**src/rtl/ex_pkg.sv**
```systemverilog
// ex_pkg: shared types for the RV32I execute stage.
// Holds the selector encodings driven by decode and the hazard unit, the
// func_3 codes used by the ALU and the branch comparator, and the packed
// EX/MEM bundle that ex_stage registers for the memory stage.
package ex_pkg;

   localparam int DATA_W = 32;

   // ALU operand A source.
   typedef enum logic [1:0] {
      OPA_RS1      = 2'b00,
      OPA_PC       = 2'b01,
      OPA_ZERO     = 2'b10,
      OPA_ZERO_ALT = 2'b11
   } opa_sel_e;

   // Next-PC source.
   typedef enum logic [1:0] {
      NPC_SEQ    = 2'b00,
      NPC_BRANCH = 2'b01,
      NPC_JAL    = 2'b10,
      NPC_JALR   = 2'b11
   } npc_sel_e;

   // ALU operation class.
   typedef enum logic [1:0] {
      ALU_ADD   = 2'b00,
      ALU_RTYPE = 2'b01,
      ALU_ITYPE = 2'b10,
      ALU_CMP   = 2'b11
   } alu_op_e;

   // Operand forwarding source; the reserved code behaves like FWD_ID_EX.
   typedef enum logic [1:0] {
      FWD_ID_EX = 2'b00,
      FWD_MEM   = 2'b01,
      FWD_WB    = 2'b10,
      FWD_RSVD  = 2'b11
   } fwd_sel_e;

   // func_3 codes for arithmetic/logic operations.
   localparam logic [2:0] F3_ADD  = 3'b000;
   localparam logic [2:0] F3_SLL  = 3'b001;
   localparam logic [2:0] F3_SLT  = 3'b010;
   localparam logic [2:0] F3_SLTU = 3'b011;
   localparam logic [2:0] F3_XOR  = 3'b100;
   localparam logic [2:0] F3_SR   = 3'b101;
   localparam logic [2:0] F3_OR   = 3'b110;
   localparam logic [2:0] F3_AND  = 3'b111;

   // func_3 codes for branch compares.
   localparam logic [2:0] F3_BEQ  = 3'b000;
   localparam logic [2:0] F3_BNE  = 3'b001;
   localparam logic [2:0] F3_BLT  = 3'b100;
   localparam logic [2:0] F3_BGE  = 3'b101;
   localparam logic [2:0] F3_BLTU = 3'b110;
   localparam logic [2:0] F3_BGEU = 3'b111;

   // EX/MEM pipeline register contents.
   typedef struct packed {
      logic [DATA_W-1:0] alu_result;
      logic [DATA_W-1:0] rs2_data;
      logic [4:0]        rd;
      logic [2:0]        func_3;
      logic              im_to_rf;
      logic              store;
      logic              load;
      logic              valid;
   } ex_mem_t;

   // Jumps write the link value instead of the ALU result.
   function automatic logic is_jump(input npc_sel_e sel);
      return (sel == NPC_JAL) || (sel == NPC_JALR);
   endfunction

endpackage

```
**src/rtl/alu_core.sv**
```systemverilog
// alu_core: combinational RV32I ALU plus branch comparator.
// Ports:
//   a, b          operands (already forwarded / selected)
//   op            operation class (add, R-type, I-type, compare)
//   func_3        operation / compare code
//   func_7_bit_6  SUB/SRA select (R-type) or SRAI select (I-type)
//   result        ALU result; for compare ops the zero-extended compare bit
//   cmp           branch condition per func_3, independent of op
module alu_core
   import ex_pkg::*;
(
   input  logic [DATA_W-1:0] a,
   input  logic [DATA_W-1:0] b,
   input  alu_op_e           op,
   input  logic [2:0]        func_3,
   input  logic              func_7_bit_6,
   output logic [DATA_W-1:0] result,
   output logic              cmp
);

   logic [4:0]               shamt;
   logic                     eq;
   logic                     lt_s;
   logic                     lt_u;
   logic                     alt;
   logic signed [DATA_W-1:0] sra_res;

   assign shamt   = b[4:0];
   assign eq      = (a == b);
   assign lt_s    = $signed(a) < $signed(b);
   assign lt_u    = a < b;
   // Kept as a separate signed net so the arithmetic shift is not turned
   // into a logical one by mixing with unsigned operands in a ?: expression.
   assign sra_res = $signed(a) >>> shamt;

   always_comb begin
      cmp = 1'b0;
      case (func_3)
         F3_BEQ:  cmp = eq;
         F3_BNE:  cmp = ~eq;
         F3_BLT:  cmp = lt_s;
         F3_BGE:  cmp = ~lt_s;
         F3_BLTU: cmp = lt_u;
         F3_BGEU: cmp = ~lt_u;
         default: cmp = 1'b0;
      endcase
   end

   // I-type only honours bit 6 for SRAI so ADDI can never subtract.
   always_comb begin
      alt = 1'b0;
      if (op == ALU_RTYPE) begin
         alt = func_7_bit_6;
      end else if (op == ALU_ITYPE) begin
         alt = func_7_bit_6 & (func_3 == F3_SR);
      end
   end

   always_comb begin
      result = '0;
      case (op)
         ALU_ADD: result = a + b;
         ALU_RTYPE, ALU_ITYPE: begin
            case (func_3)
               F3_ADD:  result = alt ? (a - b) : (a + b);
               F3_SLL:  result = a << shamt;
               F3_SLT:  result = {{(DATA_W-1){1'b0}}, lt_s};
               F3_SLTU: result = {{(DATA_W-1){1'b0}}, lt_u};
               F3_XOR:  result = a ^ b;
               F3_SR:   result = alt ? sra_res : (a >> shamt);
               F3_OR:   result = a | b;
               F3_AND:  result = a & b;
               default: result = '0;
            endcase
         end
         ALU_CMP: result = {{(DATA_W-1){1'b0}}, cmp};
         default: result = '0;
      endcase
   end

endmodule

```
**src/rtl/ex_stage.sv**
```systemverilog
// ex_stage: execute stage of the RV32I 5-stage pipeline.
// Forwards rs1/rs2, runs the ALU and branch comparator, computes the
// branch/jump target, raises a single-shot PC redirect and registers the
// results into the EX/MEM register (with stall and flush).
// Ports:
//   clk, rst                     clock, synchronous active-high reset
//   valid_ex, stall, flush       slot valid and hazard-unit controls
//   forward_a_sel/forward_b_sel  operand forwarding selects
//   wb_data                      write-back result for forwarding
//   pc_ex, pc_plus_4_ex, rd_ex, func_3_ex, func_7_bit_6_ex, control bits,
//   selectors, rs1/rs2 data and immediates from the ID/EX register
//   *_mem                        registered EX/MEM outputs
//   redirect, redirect_pc, misaligned  combinational PC redirect
module ex_stage
   import ex_pkg::*;
#(
   parameter int          XLEN          = 32,
   parameter logic [31:0] RESET_PC_MASK = 32'hFFFF_FFFE
)(
   input  logic            clk,
   input  logic            rst,
   input  logic            valid_ex,
   input  logic            stall,
   input  logic            flush,
   input  logic [1:0]      forward_a_sel,
   input  logic [1:0]      forward_b_sel,
   input  logic [XLEN-1:0] wb_data,
   input  logic [XLEN-1:0] pc_ex,
   input  logic [XLEN-1:0] pc_plus_4_ex,
   input  logic [4:0]      rd_ex,
   input  logic [2:0]      func_3_ex,
   input  logic            func_7_bit_6_ex,
   input  logic            im_to_rf_ex,
   input  logic            store_ex,
   input  logic            load_ex,
   input  logic            branch_ex,
   input  logic [1:0]      alu_operand_a_selector_ex,
   input  logic            alu_operand_b_selector_ex,
   input  logic [1:0]      next_pc_selector_ex,
   input  logic [1:0]      alu_operations_selector_ex,
   input  logic [XLEN-1:0] rs1_data_ex,
   input  logic [XLEN-1:0] rs2_data_ex,
   input  logic [XLEN-1:0] i_type_ex,
   input  logic [XLEN-1:0] sb_type_ex,
   input  logic [XLEN-1:0] uj_type_ex,
   input  logic [XLEN-1:0] immediate_ex,
   output logic [XLEN-1:0] alu_result_mem,
   output logic [XLEN-1:0] rs2_data_mem,
   output logic [4:0]      rd_mem,
   output logic [2:0]      func_3_mem,
   output logic            im_to_rf_mem,
   output logic            store_mem,
   output logic            load_mem,
   output logic            valid_mem,
   output logic            redirect,
   output logic [XLEN-1:0] redirect_pc,
   output logic            misaligned
);

   typedef enum logic {
      RD_IDLE = 1'b0,
      RD_DONE = 1'b1
   } rd_state_e;

   rd_state_e       state_reg;
   rd_state_e       state_next;
   ex_mem_t         ex_mem_reg;
   ex_mem_t         ex_mem_next;

   npc_sel_e        npc_sel;
   logic [1:0]      fwd_sel_arr [2];
   logic [XLEN-1:0] id_ex_arr   [2];
   logic [XLEN-1:0] fwd_arr     [2];
   logic [XLEN-1:0] op_a;
   logic [XLEN-1:0] op_b;
   logic [XLEN-1:0] alu_out;
   logic            cmp;
   logic            taken;
   logic [XLEN-1:0] target;

   assign npc_sel = npc_sel_e'(next_pc_selector_ex);

   // Operand forwarding: index 0 is rs1, index 1 is rs2. The MEM source is
   // this stage's own EX/MEM register.
   assign fwd_sel_arr[0] = forward_a_sel;
   assign fwd_sel_arr[1] = forward_b_sel;
   assign id_ex_arr[0]   = rs1_data_ex;
   assign id_ex_arr[1]   = rs2_data_ex;

   for (genvar gi = 0; gi < 2; gi++) begin : g_fwd
      assign fwd_arr[gi] = (fwd_sel_arr[gi] == FWD_MEM) ? ex_mem_reg.alu_result :
                           (fwd_sel_arr[gi] == FWD_WB)  ? wb_data :
                                                          id_ex_arr[gi];
   end

   always_comb begin
      op_a = '0;
      case (opa_sel_e'(alu_operand_a_selector_ex))
         OPA_RS1: op_a = fwd_arr[0];
         OPA_PC:  op_a = pc_ex;
         default: op_a = '0;
      endcase
   end

   assign op_b = alu_operand_b_selector_ex ? immediate_ex : fwd_arr[1];

   alu_core u_alu (
      .a            (op_a),
      .b            (op_b),
      .op           (alu_op_e'(alu_operations_selector_ex)),
      .func_3       (func_3_ex),
      .func_7_bit_6 (func_7_bit_6_ex),
      .result       (alu_out),
      .cmp          (cmp)
   );

   // Target and taken decision; all sums wrap naturally at XLEN bits.
   always_comb begin
      taken  = 1'b0;
      target = pc_plus_4_ex;
      case (npc_sel)
         NPC_BRANCH: begin
            taken  = branch_ex & cmp;
            target = pc_ex + sb_type_ex;
         end
         NPC_JAL: begin
            taken  = 1'b1;
            target = pc_ex + uj_type_ex;
         end
         NPC_JALR: begin
            taken  = 1'b1;
            target = (fwd_arr[0] + i_type_ex) & RESET_PC_MASK;
         end
         default: begin
            taken  = 1'b0;
            target = pc_plus_4_ex;
         end
      endcase
   end

   // Once a redirect has been issued for a stalled instruction, RD_DONE
   // suppresses it until the instruction leaves EX.
   assign redirect    = valid_ex & taken & (state_reg == RD_IDLE) & ~rst;
   assign redirect_pc = target;
   assign misaligned  = redirect & target[1];

   always_ff @(posedge clk) begin
      if (rst) begin
         state_reg <= RD_IDLE;
      end else begin
         state_reg <= state_next;
      end
   end

   always_comb begin
      state_next = state_reg;
      if (flush) begin
         state_next = RD_IDLE;
      end else begin
         case (state_reg)
            RD_IDLE: if (redirect && stall) state_next = RD_DONE;
            RD_DONE: if (!stall)            state_next = RD_IDLE;
            default: state_next = RD_IDLE;
         endcase
      end
   end

   // EX/MEM register: flush beats stall; an invalid slot becomes a bubble.
   always_comb begin
      ex_mem_next = ex_mem_reg;
      if (flush || (!stall && !valid_ex)) begin
         ex_mem_next = '0;
      end else if (!stall) begin
         ex_mem_next.alu_result = is_jump(npc_sel) ? pc_plus_4_ex : alu_out;
         ex_mem_next.rs2_data   = fwd_arr[1];
         ex_mem_next.rd         = rd_ex;
         ex_mem_next.func_3     = func_3_ex;
         ex_mem_next.im_to_rf   = im_to_rf_ex;
         ex_mem_next.store      = store_ex;
         ex_mem_next.load       = load_ex;
         ex_mem_next.valid      = 1'b1;
      end
   end

   always_ff @(posedge clk) begin
      if (rst) begin
         ex_mem_reg <= '0;
      end else begin
         ex_mem_reg <= ex_mem_next;
      end
   end

   assign alu_result_mem = ex_mem_reg.alu_result;
   assign rs2_data_mem   = ex_mem_reg.rs2_data;
   assign rd_mem         = ex_mem_reg.rd;
   assign func_3_mem     = ex_mem_reg.func_3;
   assign im_to_rf_mem   = ex_mem_reg.im_to_rf;
   assign store_mem      = ex_mem_reg.store;
   assign load_mem       = ex_mem_reg.load;
   assign valid_mem      = ex_mem_reg.valid;

endmodule

```
**config.mk**
```make
export PLATFORM = sky130hd
export DESIGN_NAME = ex_stage
export DESIGN_NICKNAME = d
export VERILOG_FILES = /design/src/rtl/ex_pkg.sv /design/src/rtl/alu_core.sv /design/src/rtl/ex_stage.sv
export SDC_FILE = /design/constraint.sdc
export NUM_CORES = 1
export LEC_CHECK = 0
export ABC_AREA = 1
export CELL_PAD_IN_SITES_DETAIL_PLACEMENT = 0
export CELL_PAD_IN_SITES_GLOBAL_PLACEMENT = 1
export CORE_ASPECT_RATIO = 1.4
export CORE_MARGIN = 2
export CORE_UTILIZATION = 35
export DETAILED_ROUTE_END_ITERATION = 16
export GPL_ROUTABILITY_DRIVEN = 0
export PLACE_DENSITY_LB_ADDON = 0.1
export SLEW_MARGIN = 20
export SYNTH_ARGS = -nofsm -noshare
export SYNTH_HDL_FRONTEND = slang
export SYNTH_HIERARCHICAL = 1
export SYNTH_SLANG_ARGS = --single-unit
```
**constraint.sdc**
```tcl
create_clock -name clk -period 10.9 [get_ports clk]
set_input_delay 3.27 -clock clk [delete_from_list [all_inputs] [get_ports clk]]
set_output_delay 3.27 -clock clk [all_outputs]
set_load 0.02 [all_outputs]
```
==> results of run 1 <==
-- critical path, cell delays in order --
cell,delay [ns]
clkdlybuf4s50_1,0.45
inv_1,0.10
ha_2,0.30
buf_12,0.21
mux2_2,0.38
ha_1,0.37
a21oi_1,0.23
o21a_1,0.17
nand3_1,0.23
nand3_1,0.13
nand2_1,0.10
a21oi_1,0.13
o21ai_0,0.19
buf_4,0.21
a31oi_1,0.15
buf_4,0.16
clkdlybuf4s50_1,0.60
-- logic make-up (layout without fill, tap and decap cells) --
logic type,Yosys count,after routing,share of synthesized area [%]
multiplexers,33,33,1.81
flip-flops,77,77,7.56
other,0,5,0
XOR/XNOR,17,17,0.730
buffers and inverters,563,1046,10.8
adder cells (fa/ha/maj),178,178,11.1
AND/OR/NAND/NOR,2258,2258,46.8
AO/OA/AOI/OAI,781,781,21.2
-- layer usage --
metal	global-route usage (%)	part of all wire [%]	up-vias
met5	0	0.093	-
met4	37.5	10	18
met3	11.3	10	572
met2	73.3	46	1898
met1	44.7	34	13927
li1	-	-	14015
-- cell usage in the layout, fill, tap and decap left out, types with 53 or more instances in the layout --
| master | Yosys | routed |
|---|---|---|
| nand2_1 | 1237 | 1235 |
| nand3_1 | 549 | 546 |
| clkdlybuf4s50_1 | 0 | 421 |
| inv_1 | 359 | 356 |
| nor2_1 | 320 | 316 |
| o21ai_0 | 323 | 304 |
| a21oi_1 | 270 | 269 |
| buf_4 | 5 | 227 |
| ha_1 | 174 | 171 |
| dfxtp_1 | 77 | 77 |
| nand4_1 | 53 | 53 |
-- final cells by class --
class                   instances  area (µm²)
inverters                     370        1390
multi-input cells            3267       16800
diodes                          5        12.5
repair buffers                660        6120
clock inverters                 6        46.3
flip-flops and latches         77        1540
fillers                      6455       30500
clock buffers                  10         229
well taps                     742         928
-- worst min path at each step --
stage / endpoint / cells after the start / slack, ns
detailed placement: rd_mem[2] / 2 / 0.46
CTS: rd_mem[2] / 2 / 0.47
floorplan: state_reg / 1 / 0.47
finish: rd_mem[2] / 2 / 0.47
global route: rd_mem[0] / 2 / 0.48
global placement: rd_mem[1] / 2 / 0.45
-- power breakdown --
part           leakage [nW]  switching [W]  internal (W)
sequential            0.627      0.0000152      0.000292
combinational          12.4        0.00124      0.000646
clock                 0.130       0.000140      0.000156
-- metrics by stage --
stage	total power, W	utilization [%]	instance area [µm²]
finish	0.00249	47.0	27000
global route	0.00262	47.0	27000
CTS	0.00240	46.9	27000
detailed placement	0.00210	46.4	26700
global placement	0.00210	46.4	26700
floorplan	0.00130	-	20400
-- timing repair --
action | CTS | global route
setup endpoints to repair | 2 | 5
gates cloned | 0 | 0
pin swaps | 1 | 1
resized for setup | 12 | 12
buffers inserted | 1 | 0
==> impl_metrics.ini, run 1 <==
[global_route]
track_usage_pct = 43.3
grt-ovfl-total = 0
grt_max_degree = 93
grt_pass1_wl_um = 191000
grt_pass1_vias = 29213
antenna_found_initial = 15

[routing]
wl_per_cell_um = 26.4
first_iter_violations = 3495
drc = 0
ant_nets = 0
vias = 30430
viasPerCell = 5.92
totalWireLength_um = 136000
firstDrtPassIters = 8

[yosys]
ys_types = 55
ys_seq_area_share_pct = 7.56
yosysTopAreaCellShare_pct = 22.8
avgSynthCellArea_um2 = 5.22
synth_area_leaders = nand2_1 (23%), nand3_1 (13%), ha_1 (11%)
yosys.area.top_type = nand2_1
synth-async-reset-ratio_pct = 0
synthTopCellsByCount = nand2_1 (1237), nand3_1 (549), inv_1 (359)
synth_edf_count = 0
synth-seq-cells = 77
syn_nets = 4402
synth_most_common_cell = nand2_1
synth-main-ff-cell = dfxtp_1
yosysWarnings = 6
syn-instance-count = 3907
synthesis.area_mm2 = 0.0204

[layout]
fin_nets = 4880
drive_above_1_share_pct = 8.00
final_cells = 5137
area_delta_synth_final_pct = 32.6

[sta]
fin_crit_sh_pct = 98.0
final-hold-violation-count = 0
drv_slew = 0
max_freq_ghz = 0.0936
setup_viol = 0
rsz0062_at_grt = false
holdWs_ns = 0.466
skew_ns = 0.0134
relSlewSlack_pct = 19.6
fin_setup_tns_ns = 0
worst_slack_ns = 0.218
worstMarginPinSlew_ns = 1.19
min_period_ns = 10.68

[clocking]
cts-root-buf = clkbuf_16
clkSinkCount = 77
cts_buffers = 9
htree_levels = 3
cts.clk_slew.worst_paths_ns = 0.07
cts_buffer_depth = 2
worstSkewPairLatency_ns = 0.37
cts_tree = yes
hold_buffers = 0

[worst_setup_path]
cp_max_fo = 24
worstPathArrival_ns = 7.41
required_ns = 7.63
crit_type = input port to primary output
rrSetupSlack_ns = 5.89
reg2reg_from = alu_result_mem[0]
reg2reg_to = alu_result_mem[30]
cp-start-kind = input port
cp-endpoint = redirect_pc[20]
end_kind = primary output
crit_path_start = next_pc_selector_ex[0]
reg2reg_depth = 24

[placed_design]
io_buffers = 426
dp_hpwl_um = 114000
pre_cts_slack_ns = -0.300
dp_cells = 5115

[die]
core_region_area_mm2 = 0.0575
io_pins = 427
num_rows = 104
dieHeight_um = 290
initial_core_util_pct = 35.4
fp.dieW_um = 208
die_area_mm2 = 0.0602

[min_path]
min_from = rd_mem[2]
hold_path_class = register to register

[pwr]
pwr_density_cell_mw_per_mm2 = 92.2
leakage_nw = 13.1
peakVddDrop_v = 0.0000801

[job]
max-cap-violations = 0

[outcome]
status = finished clean
Power figures use the tool's default switching activity.
==> run 2, diff against run 1 <==
Settings changed: CTS_CLUSTER_SIZE set to 16, SKIP_CTS_REPAIR_TIMING set to 1.
==> run 2 against run 1 <==
Net effect:
- total power shrank 0.18%
- utilization unchanged
- global-route usage about the same
- worst setup slack improved by 0.016 ns
- register-to-register slack improved by 0.09 ns
- routed wire length decreased by 0.27%
- non-clock buffer count did not move
- largest power group unchanged
==> impl_metrics.ini, run 2 (synthesized netlist as in run 1, its figures left out) <==
[sta]
setup_viol = 0
drv_slew = 0
skew_ns = 0.0121
max_freq_ghz = 0.0938
final-hold-violation-count = 0
min_period_ns = 10.67
rsz0062_at_grt = false
fin_crit_sh_pct = 97.9
fin_setup_tns_ns = 0
relSlewSlack_pct = 21.7
worstMarginPinSlew_ns = 1.16

[min_path]
hold_path_class = register to register
min_from = rd_mem[2]
holdPathEnd = rd_mem[2]
hold_depth = 2

[worst_setup_path]
reg2reg_from = alu_result_mem[0]
crit_path_start = next_pc_selector_ex[0]
worstPathArrival_ns = 7.40
cp_max_fo = 24
reg2reg_depth = 24
end_kind = primary output
reg2reg_to = alu_result_mem[30]
cp-start-kind = input port
required_ns = 7.63
crit_type = input port to primary output
rrSetupSlack_ns = 5.98

[layout]
fin_nets = 4880
drive_above_1_share_pct = 7.97
layout.cells.most_common_list = nand2_1 (1235), nand3_1 (546), clkdlybuf4s50_1 (421), inv_1 (356), nor2_1 (316)
final_cells = 5139
layout_commonest_cell = nand2_1
area_delta_synth_final_pct = 32.6

[placed_design]
io_buffers = 426
dp_hpwl_um = 114000
dp_cells = 5115

[global_route]
track_usage_pct = 43.3
grt_max_degree = 93
grt-ovfl-total = 0
grt_pass1_wl_um = 191000
antenna_found_initial = 15
grt_pass1_vias = 29208

[pwr]
leakage_nw = 13.1
pwr_density_cell_mw_per_mm2 = 92.0
peakVddDrop_v = 0.0000797

[job]
max-cap-violations = 0

[routing]
wl_per_cell_um = 26.3
first_iter_violations = 3489
totalWireLength_um = 135000
firstDrtPassIters = 8
ant_nets = 0
met1_length_um = 45800
routed-wl-met3_um = 13200
viasPerCell = 5.92
top_layer = met5
vias = 30423
dr_wl_met2_um = 62000
drc = 0

[clocking]
cts-root-buf = clkbuf_16
cts_buffers = 9
cts_tree = yes
cts_buffer_depth = 2
clkSinkCount = 77
worstSkewPairLatency_ns = 0.36
htree_levels = 3
cts.clk_slew.worst_paths_ns = 0.07

[die]
num_rows = 104
io_pins = 427
core_region_area_mm2 = 0.0575
die_area_mm2 = 0.0602
initial_core_util_pct = 35.4
dieHeight_um = 290
fp.dieW_um = 208

[outcome]
status = finished clean
-- run 2: changes by cell type in the layout (fill, tap and decap cells not counted), sizes merged --
cell and delta:
diode +2
-- run 2: stage by stage --
step                instance area, µm²  total power, W  util, %  setup slack [ns]  hold WS (ns)
floorplan                        20400         0.00130        -             0.810         0.473
global placement                 26700         0.00210     46.4            -0.203         0.452
detailed placement               26700         0.00210     46.4            -0.300         0.458
CTS                              27000         0.00240     46.9            -0.301         0.469
global route                     27000         0.00262     47.0            0.0187         0.481
finish                           27000         0.00249     47.0             0.234         0.467
-- run 2: worst max-delay path, stage by stage --
cell and delay [ns]:
clkdlybuf4s50_1 0.45, inv_1 0.10, ha_2 0.30, buf_12 0.21
mux2_2 0.38, ha_1 0.37, a21oi_1 0.23, o21a_1 0.18
nand3_1 0.22, nand3_1 0.13, nand2_1 0.10, a21oi_1 0.13
o21ai_0 0.19, buf_4 0.21, a31oi_1 0.15, buf_4 0.16
clkdlybuf4s50_1 0.60
-- run 2: how the worst max path moves through the flow --
stage                            to  slack, ns  cells after the start
global route        redirect_pc[21]       0.02                     21
global placement         misaligned      -0.20                     27
detailed placement       misaligned      -0.30                     27
floorplan                misaligned       0.81                     26
CTS                      misaligned      -0.30                     27
finish              redirect_pc[20]       0.23                     17
-- run 2: final cells by class --
type                       count  area (µm²)
clock inverter                 6        46.3
antenna                        7        17.5
fill                        6455       30500
clock buffer                  10         229
tap                          742         928
sequential                    77        1540
timing repair buffer         660        6120
inverter                     370        1390
multi-input combinational   3267       16800
-- run 2: metal layers --
| layer | vias up | global-route usage [%] |
|---|---|---|
| met5 | - | 0 |
| met4 | 14 | 37.5 |
| met3 | 571 | 11.3 |
| met2 | 1884 | 73.3 |
| met1 | 13941 | 44.7 |
| li1 | 14013 | - |
-- run 2: report_power, final --
| part | switching, W | leakage, nW | internal, W | total [W] |
|---|---|---|---|---|
| registers | 0.0000152 | 0.627 | 0.000292 | 0.000307 |
| clock network | 0.000140 | 0.130 | 0.000156 | 0.000296 |
| logic | 0.00124 | 12.4 | 0.000646 | 0.00188 |
| total | 0.00139 | 13.1 | 0.00109 | 0.00249 |
